==> src/rtl/scale_mux_rr.sv <==
// rtl/scale_mux_rr.sv - round-robin N:1 valid/ready stream mux with one registered output stage
// Optional packet lock (in_last/out_last) is built when SCALE_MUX_LOCK_EN is defined.
module scale_mux_rr #(
   parameter int WIDTH  = 16,
   parameter int NUM_CH = 4,
   localparam int CH_W  = $clog2(NUM_CH)
) (
   input  logic                    clk,
   input  logic                    rst_n,
   input  logic [NUM_CH-1:0]       in_valid,
   input  logic [NUM_CH*WIDTH-1:0] in_data,
   output logic [NUM_CH-1:0]       in_ready,
`ifdef SCALE_MUX_LOCK_EN
   input  logic [NUM_CH-1:0]       in_last,
   output logic                    out_last,
`endif
   output logic                    out_valid,
   output logic [WIDTH-1:0]        out_data,
   output logic [CH_W-1:0]         out_ch,
   input  logic                    out_ready
);

   logic              load;
   logic [CH_W-1:0]   ptr;
   logic [NUM_CH-1:0] req;
   logic              grant_vld;
   logic [CH_W-1:0]   grant_idx;
   logic [WIDTH-1:0]  grant_data;
   logic [CH_W-1:0]   ptr_next;

   // The output stage can take a new beat when empty or when its beat leaves this cycle.
   assign load = !out_valid || out_ready;

`ifdef SCALE_MUX_LOCK_EN
   logic            locked;
   logic [CH_W-1:0] owner;
   logic            grant_last;

   always_comb begin
      req = in_valid;
      if (locked) begin
         req = '0;
         for (int i = 0; i < NUM_CH; i++) begin
            if (owner == CH_W'(i)) req[i] = in_valid[i];
         end
      end
   end

   always_comb begin
      grant_last = 1'b0;
      for (int i = 0; i < NUM_CH; i++) begin
         if (grant_idx == CH_W'(i)) grant_last = in_last[i];
      end
   end
`else
   assign req = in_valid;
`endif

   // Rotating search starting at ptr; index wraps explicitly so non-power-of-2 NUM_CH works.
   always_comb begin
      int idx;
      grant_vld  = 1'b0;
      grant_idx  = '0;
      grant_data = '0;
      for (int k = 0; k < NUM_CH; k++) begin
         idx = int'(ptr) + k;
         if (idx >= NUM_CH) idx = idx - NUM_CH;
         if (!grant_vld && req[idx]) begin
            grant_vld  = 1'b1;
            grant_idx  = CH_W'(idx);
            grant_data = in_data[idx*WIDTH +: WIDTH];
         end
      end
   end

   always_comb begin
      in_ready = '0;
      for (int i = 0; i < NUM_CH; i++) begin
         in_ready[i] = load && grant_vld && (grant_idx == CH_W'(i));
      end
   end

   assign ptr_next = (grant_idx == CH_W'(NUM_CH-1)) ? '0 : grant_idx + CH_W'(1);

   always_ff @(posedge clk or negedge rst_n) begin
      if (!rst_n) begin
         out_valid <= 1'b0;
         out_data  <= '0;
         out_ch    <= '0;
         ptr       <= '0;
`ifdef SCALE_MUX_LOCK_EN
         out_last  <= 1'b0;
         locked    <= 1'b0;
         owner     <= '0;
`endif
      end else if (load) begin
         out_valid <= grant_vld;
         if (grant_vld) begin
            out_data <= grant_data;
            out_ch   <= grant_idx;
`ifdef SCALE_MUX_LOCK_EN
            out_last <= grant_last;
            // Pointer stays put for the whole packet and moves past the owner on its last beat.
            if (!grant_last) begin
               locked <= 1'b1;
               owner  <= grant_idx;
            end else begin
               locked <= 1'b0;
               ptr    <= ptr_next;
            end
`else
            ptr <= ptr_next;
`endif
         end
      end
   end

endmodule

==> config.mk <==
export PLATFORM = sky130hd
export DESIGN_NAME = scale_mux_rr
export DESIGN_NICKNAME = d
export VERILOG_FILES = /design/src/rtl/scale_mux_rr.sv
export SDC_FILE = /design/constraint.sdc
export NUM_CORES = 1
export LEC_CHECK = 0
export CAP_MARGIN = 25
export CORE_MARGIN = 2
export CORE_UTILIZATION = 45
export DETAILED_ROUTE_END_ITERATION = 12
export DONT_BUFFER_PORTS = 1
export SKIP_CTS_REPAIR_TIMING = 1
export SLEW_MARGIN = 20
export SYNTH_ARGS = -nofsm -noshare
export SYNTH_HDL_FRONTEND = slang
export SYNTH_SLANG_ARGS = --single-unit
export TNS_END_PERCENT = 100
==> constraint.sdc <==
create_clock -name clk -period 6.55 [get_ports clk]
set_input_delay 1.31 -clock clk [delete_from_list [all_inputs] [get_ports clk]]
set_output_delay 1.31 -clock clk [all_outputs]
set_load 0.1 [all_outputs]
After elaboration in Yosys (flattened, before gate mapping)

Index checks and enable logic that the tools add are counted.

Bits in registers: 21
Input port bits: 71
Output and inout port bits: 23
Logic and storage cells: 71

Order comparisons: 8
Reduce and logical (&&, ||, !) cells: 15
Mux-type cells: 29
Equal/unequal tests: 3
$add $sub $neg: 8
Shifts and indexed selects: 4

Operator list:

| kind                  | count |
|---|---|
| $shiftx A64 B32 Y16   | 4 |
| $lt A32 B4 Y1 const B | 4 |
| $mux W32              | 4 |
| $mux W16              | 4 |
| $mux W1               | 12 |
| $sub A3 B3 Y4 const B | 3 |
| $mux W2               | 5 |
| $ge A3 B3 Y1 const B  | 3 |
| $bmux W1 S2           | 4 |
| $logic_and A1 B1 Y1   | 8 |
| $add A2 B2 Y3 const B | 2 |
| $eq A2 B2 Y1 const B  | 2 |
| $logic_not A1 Y1      | 4 |
| $sub A2 B3 Y4 const B | 1 |
| $add A2 B1 Y3 const B | 1 |
| $ge A2 B3 Y1 const B  | 1 |
| $add A2 B1 Y2 const B | 1 |
| $eq A2 B1 Y1 const B  | 1 |
| $logic_not A2 Y1      | 1 |
| $reduce_and A2 Y1     | 1 |
| $logic_or A1 B1 Y1    | 1 |

Logic depth before layout (Yosys ltp)

Gate-level depths: netlist (run 1).

Word-level depth: 17
Depth in mapped cells: 11
Gate-level depth less buffers: 7

Worst setup path after synthesis (run 1)

OpenSTA, ideal clock, no wires.

Path type: in2out
Start point: input in_valid[2]
End point: output in_ready[3]
Required time: 5.240 ns
Arrival: 3.853 ns
Path buffers: 1
Cell stages on the path: 6
Path slack: 1.387 ns
Cells stage by stage: mux4_2 -> buf_4 -> o211ai_1 -> a41oi_1 -> or2_2 -> nor2_1

Cells in the longest elaborated chain, start to end: 15
Elaborated cells between the ends (all ways): 29
Classes of those cells: eq/ne (1); mux (20); reduce/logical (8)

RTL lines:

| element                                                    | RTL line | text |
|---|---|---|
| from (decl)                                                | 10       | `input logic [NUM_CH-1:0] in_valid,` |
| $bmux W1 S2                                                | 68       | `if (!grant_vld && req[idx]) begin` |
| $mux W1 (implied by the code) (2 in series)                | 68       |  |
| $mux W1                                                    | 68       |  |
| $logic_not A1 Y1                                           | 68       |  |
| $logic_and A1 B1 Y1                                        | 68       |  |
| $mux W1                                                    | 68       |  |
| $logic_not A1 Y1                                           | 68       |  |
| $logic_and A1 B1 Y1                                        | 68       |  |
| $mux W1                                                    | 68       |  |
| $logic_not A1 Y1                                           | 68       |  |
| $logic_and A1 B1 Y1                                        | 68       |  |
| $mux W2 / $mux W1 (equally long branches)                  | 68       |  |
| $eq A2 B2 Y1 / $logic_and A1 B1 Y1 (equally long branches) | 79       | `in_ready[i] = load && grant_vld && (grant_idx == CH_W'(i));` |
| $logic_and A1 B1 Y1 *                                      | 79       |  |
| to (decl)                                                  | 12       | `output logic [NUM_CH-1:0] in_ready,` |

Every way passes the cells marked *; elsewhere a longest branch is shown, timed or not. The select of a mux whose other input is x is not followed.

Final worst setup path (run 1)

Start point: register ptr[0]
End point: output in_ready[3]

Cells in the longest elaborated chain, start to end: 17
Elaborated cells between the ends (all ways): 44
Classes of those cells: add/sub (7); order compare (4); eq/ne (1); mux (24); reduce/logical (8)

RTL lines:

| element                                                | RTL line | text |
|---|---|---|
| from (decl)                                            | 24       | `logic [CH_W-1:0] ptr;` |
| from (signal assigned)                                 | 112      | `ptr <= ptr_next;` |
| branches (longest 16 deep; another with $sub A3 B3 Y4) | -        |  |
| $logic_and A1 B1 Y1 *                                  | 79       |  |

Mark *: on every way between the ends. The select of a mux whose other input is x is not followed.

==> results.md, run 1 <==
- Run status: complete, no violations
- Ant diodes: 0
- Router iterations before antenna repair: 4
- Die ar.: 7760 um^2
- Remaining global-route overflow: 0
- Syn avg cell area: 10.6 um^2
- Clock Skew: 0.00260 ns
- Final ANT Viol Nets: 0
- Min-Delay Path Class: input port to async pin
- Multi-input logic area: 2500 um^2
- Rows: 30
- Vias in the first global route: 2585
- Die height: 88.1 um
- CTS max path bufs: 2
- Initial Utilization: 46.6%
- GRT Util Overall: 22.0%
- CTS tree: built
- Worst skew pair latency: 0.27 ns
- Area growth, synth to finish: 2.99%
- Clock Pin Slew Worst Setup and Hold Paths: 0.09 ns
- Routed WL per cell: 22.1 um
- Final HPWL from detailed placement: 5860 um
- Final setup violation count: 0
- R2R depth: 6
- Core area: 6830 um^2
- Worst slew margin: 35.6%
- Reg area: 529 um^2
- Final Hold Viols: 0
- Critical path launch point type: register
- Max Fclk: 190 MHz
- Final worst-path cycle share: 80.4%
- RSZ-0062 raised after global routing: no
- Max-cap violations: 0
- Share of cells above drive strength 1: 37.9%
- Final Critical Period: 5.26 ns
- Ys Warns: 0
- Setup CP Type: register to primary output
- DR vias: 2595
- DRC: 0
- Total CTS buffers: 3
- Layout Nets: 357
- H-tree Lvls: 1
- Post-Syn Instances: 300
- Synthesized area: 3180 um^2
- Number of register bits inferred by synthesis: 21
- Actual slew at the worst max-slew pin: 0.966 ns
- Filler Cell Count: 661
- Routed WL: 8370 um
- Setup TNS: 0 ns
- Commonest non-fill, non-tap cell in the layout: mux4_2
- Io pins: 94
- Vias per cell: 6.87
- CP Data Arrival Time: 3.95 ns
- Worst EP required: 5.24 ns
- Worst setup EP type: primary output
- Register area share after synthesis: 16.5%
- First-pass GRT wire length: 13200 um
- Largest net degree at the start of global routing: 63
- Final Core Density: 48.0%
- Die Wd: 88.1 um
- Drt initial violations: 187
- Slew Viols, Final: 0
- Number of port buffers: 0
- Post-synth cell types: 34
- GPL Wtd Cong: 0.820
- Number of antenna violations at the first check in global routing: 0
- Most frequent cells in the layout: mux4_2, nand2_1, mux2_2, nor2_1, dfrtp_1
- Root cell of the clock tree: clkbuf_8
- Clock sink count: 21
- CP Max Fanout: 62
- Net count after synthesis: 374
synth_stat cells, drive strengths merged:
cell type  instances  share of area (%)
o21a               2               0.47
or2b               1               0.24
a22oi             16                3.8
mux2i              5                1.6
or3                1               0.20
nor4               1               0.20
o221ai             1               0.47
nor3               1               0.16
nor4b              1               0.75
a21boi             1               0.59
nand2b             2               0.39
mux2              32                 11
clkbuf            16                1.9
dfrtp             21                 17
o211ai            19                4.5
a31oi             16                3.1
a21o               1               0.24
buf               15                3.0
nor2b              4               0.79
nor2              25                2.9
o31a               1               0.28
or2                1               0.20
ha                 3                1.2
inv                5               0.59
mux4              52                 37
nand3              1               0.16
o21ai             20                3.1
nand2             33                3.9
a41oi              1               0.28
a21oi              1               0.16
o21bai             1               0.24
cell type report:
cell class | count | area share, %
clock buffers | 3 | 1.26
inverters | 5 | 0.573
flip-flops and latches | 21 | 16.1
multi-input cells | 243 | 76.1
repair buffers | 9 | 2.06
clock inverters | 1 | 0.153
well taps | 96 | 3.66
state kept, by name (all words and copies together) (netlist names):
register / cells
out_data: 16
out_ch: 2
ptr: 2
out_valid: 1
cells by family after synthesis:
family	synth area share, %
adder cells (fa/ha/maj)	1.18
flip-flops	16.5
AO/OA/AOI/OAI	17.3
buffers and inverters	5.46
AND/OR/NAND/NOR	9.91
multiplexers	49.7
metal layers:
layer / global-route usage (%) / vias up / wire length (um) / share of wire, %
met2: 36.2 / 86 / 4200 / 50
met4: 6.61 / 0 / 123 / 1.5
li1: - / 1170 / - / -
met5: 0 / - / 0 / 0
met1: 28.8 / 1329 / 3410 / 41
met3: 5.66 / 10 / 641 / 7.7
critical path: stages, from the launching register on:
cell and delay [ns]:
dfrtp_4 0.71, buf_4 0.74, mux4_2 0.88, nor4b_4 0.40, a41oi_1 0.12, or2_2 0.36, nor2_2 0.11, buf_4 0.29
metrics by stage:
stage	hold slack, ns	std cells	setup WS (ns)	instance area, um^2
after CTS	0.710	378	1.25	3280
after global placement	1.02	374	1.68	3230
after detailed placement	1.02	374	1.55	3230
after global routing	0.704	378	1.04	3280
after floorplan	0.818	300	1.39	3180
final	0.723	378	1.29	3280
worst paths after layout:
kind / startpoint / to / slack (ns)
worst max register to register: ptr[0] / out_data[1] / 2.75
worst max-delay path: ptr[0] / in_ready[3] / 1.29
worst min register to register: out_data[6] / out_data[6] / 1.04
min in group clk: out_data[6] / out_data[6] / 1.04
max in group asynchronous: rst_n / ptr[0] / 5.74
worst min-delay path: rst_n / out_data[6] / 0.72
Power of run 1 is not shown: default switching activity piles up to over one toggle a cycle in this logic, so the estimate is an artifact.
==> inputs of run 2 (changes only) <==
==> constraint.sdc (replaced) <==
create_clock -name clk -period 4.6 [get_ports clk]
set_input_delay 0.92 -clock clk [delete_from_list [all_inputs] [get_ports clk]]
set_output_delay 0.92 -clock clk [all_outputs]
set_load 0.1 [all_outputs]
==> run 2 against run 1 <==
  * Register-to-register slack got worse by 1.6 ns
  * Global-route usage fell by 0.33 points
  * First-iteration DRC count fell by 15%
  * Count of clock-buffer cells in the layout rose by 1
  * Sequential cell count did not move
  * Hold slack got worse by 0.40 ns
  * Via count fell by 2.2%
  * Highest routed layer unchanged
  * Cell area rose by 2.2%
  * Non-clock buffer count rose by 3
  * Setup slack got worse by 0.96 ns
==> results.md, run 2 (synthesis gave the netlist of run 1 again) <==
- Run status: complete, no violations
- Share of cells above drive strength 1: 38.2%
- Max-cap violations: 0
- Critical path launch point type: register
- Routed WL: 8110 um
- Max Fclk: 234 MHz
- Final Hold Viols: 0
- Final WS setup: 0.322 ns
- Router iterations before antenna repair: 4
- Routed WL per cell: 21.3 um
- Initial Utilization: 46.6%
- First-pass GRT wire length: 13100 um
- Most frequent cells in the layout: mux4_2, nand2_1, mux2_2, nor2_1, dfrtp_1
- CP max-delay cell: dfrtp_1
- Max FFs per register: 16
- Min-Delay Path Class: input port to async pin
- Ant diodes: 0
- Die height: 88.1 um
- Worst slew margin: 34.9%
- Worst setup EP type: primary output
- Final HPWL from detailed placement: 5830 um
- Clock Skew: 0.00782 ns
- Largest net degree at the start of global routing: 61
- Number of antenna violations at the first check in global routing: 0
- CTS tree: built
- RSZ-0062 raised after global routing: no
- Worst EP required: 3.68 ns
- Core area: 6830 um^2
- Commonest non-fill, non-tap cell in the layout: mux4_2
- Root cell of the clock tree: clkbuf_8
- Slew Viols, Final: 0
- Layout Nets: 360
- Number of port buffers: 0
- Actual slew at the worst max-slew pin: 0.977 ns
- Slowest stage delay, CP: 0.63 ns
- Final setup violation count: 0
- Vias in the first global route: 2427
- Vias per cell: 6.66
- Io pins: 94
- Die Wd: 88.1 um
- Remaining global-route overflow: 0
- Critical path, cell by cell: inv_1, ha_2, buf_4, mux4_2, nor4b_4, a41oi_1, or2_2, nor2_2, buf_12
- Setup CP Type: register to primary output
- Clock Pin Slew Worst Setup and Hold Paths: 0.09 ns
- H-tree Lvls: 1
- Final worst-path cycle share: 93.0%
- Worst skew pair latency: 0.27 ns
- Setup Slack @ Placement: 0.594 ns
- DR vias: 2537
- Rows: 30
- DRC: 0
- Die ar.: 7760 um^2
- Clock sink count: 21
- Setup TNS: 0 ns
- GRT Util Overall: 21.7%
- Final Critical Period: 4.28 ns
- Register name with the most flops: out_data
- CP Max Fanout: 38
- Biggest regs: out_data: 16 flops, out_ch: 2 flops, ptr: 2 flops
- Area growth, synth to finish: 5.23%
- CP Data Arrival Time: 3.36 ns
- Total CTS buffers: 3
- CTS max path bufs: 2
- Drt initial violations: 159
- GPL Wtd Cong: 0.849
- Final ANT Viol Nets: 0
==> run 2: stage by stage <==
step | hold slack [ns] | cell area, um^2 | std cells | utilization [%]
3_3_place_gp | 0.625 | 3300 | 377 | 48.4
4_1_cts | 0.325 | 3350 | 381 | 49.0
3_5_place_dp | 0.625 | 3300 | 377 | 48.4
2_1_floorplan | 0.624 | 3180 | 300 | -
6_report | 0.328 | 3350 | 381 | 49.0
5_1_grt | 0.316 | 3350 | 381 | 49.0
==> run 2: final cells by class <==
type | instances | area, um^2
Tap cell | 96 | 120
Timing Repair Buffer | 12 | 140
Clock buffer | 4 | 45.0
Multi-Input combinational cell | 243 | 2500
Sequential cell | 21 | 529
Fill cell | 651 | 3480
Inverter | 5 | 18.8
==> run 2: critical path: cells and delay by family (launching register included) <==
family	cells	cell delay (ns)
AO/OA/AOI/OAI	1	0.11
adder cells (fa/ha/maj)	1	0.38
buffers and inverters	3	0.86
flip-flops	1	0.63
multiplexers	1	0.35
AND/OR/NAND/NOR	3	0.76
==> run 2: path summary, 6_finish.rpt <==
path / from / end / slack (ns) / depth (start not counted)
setup / recovery: ptr[1] / in_ready[3] / 0.32 / 9
hold / removal: rst_n / out_ch[0] / 0.33 / 0
setup reg to reg: ptr[1] / out_data[13] / 1.17 / 9
hold reg to reg: ptr[1] / ptr[1] / 0.94 / 2
max in group asynchronous: rst_n / ptr[0] / 4.19 / 0
min in group clk: ptr[1] / ptr[1] / 0.94 / 2
==> run 2: metal layers <==
metal,track usage [%],vias up,part of all wire (%)
li1,-,1182,-
met1,31.2,1262,44
met2,32.0,88,47
met3,6.97,5,8.7
met4,5.23,0,0.75
met5,0,-,0
Power of run 2 is left out for the same reason.
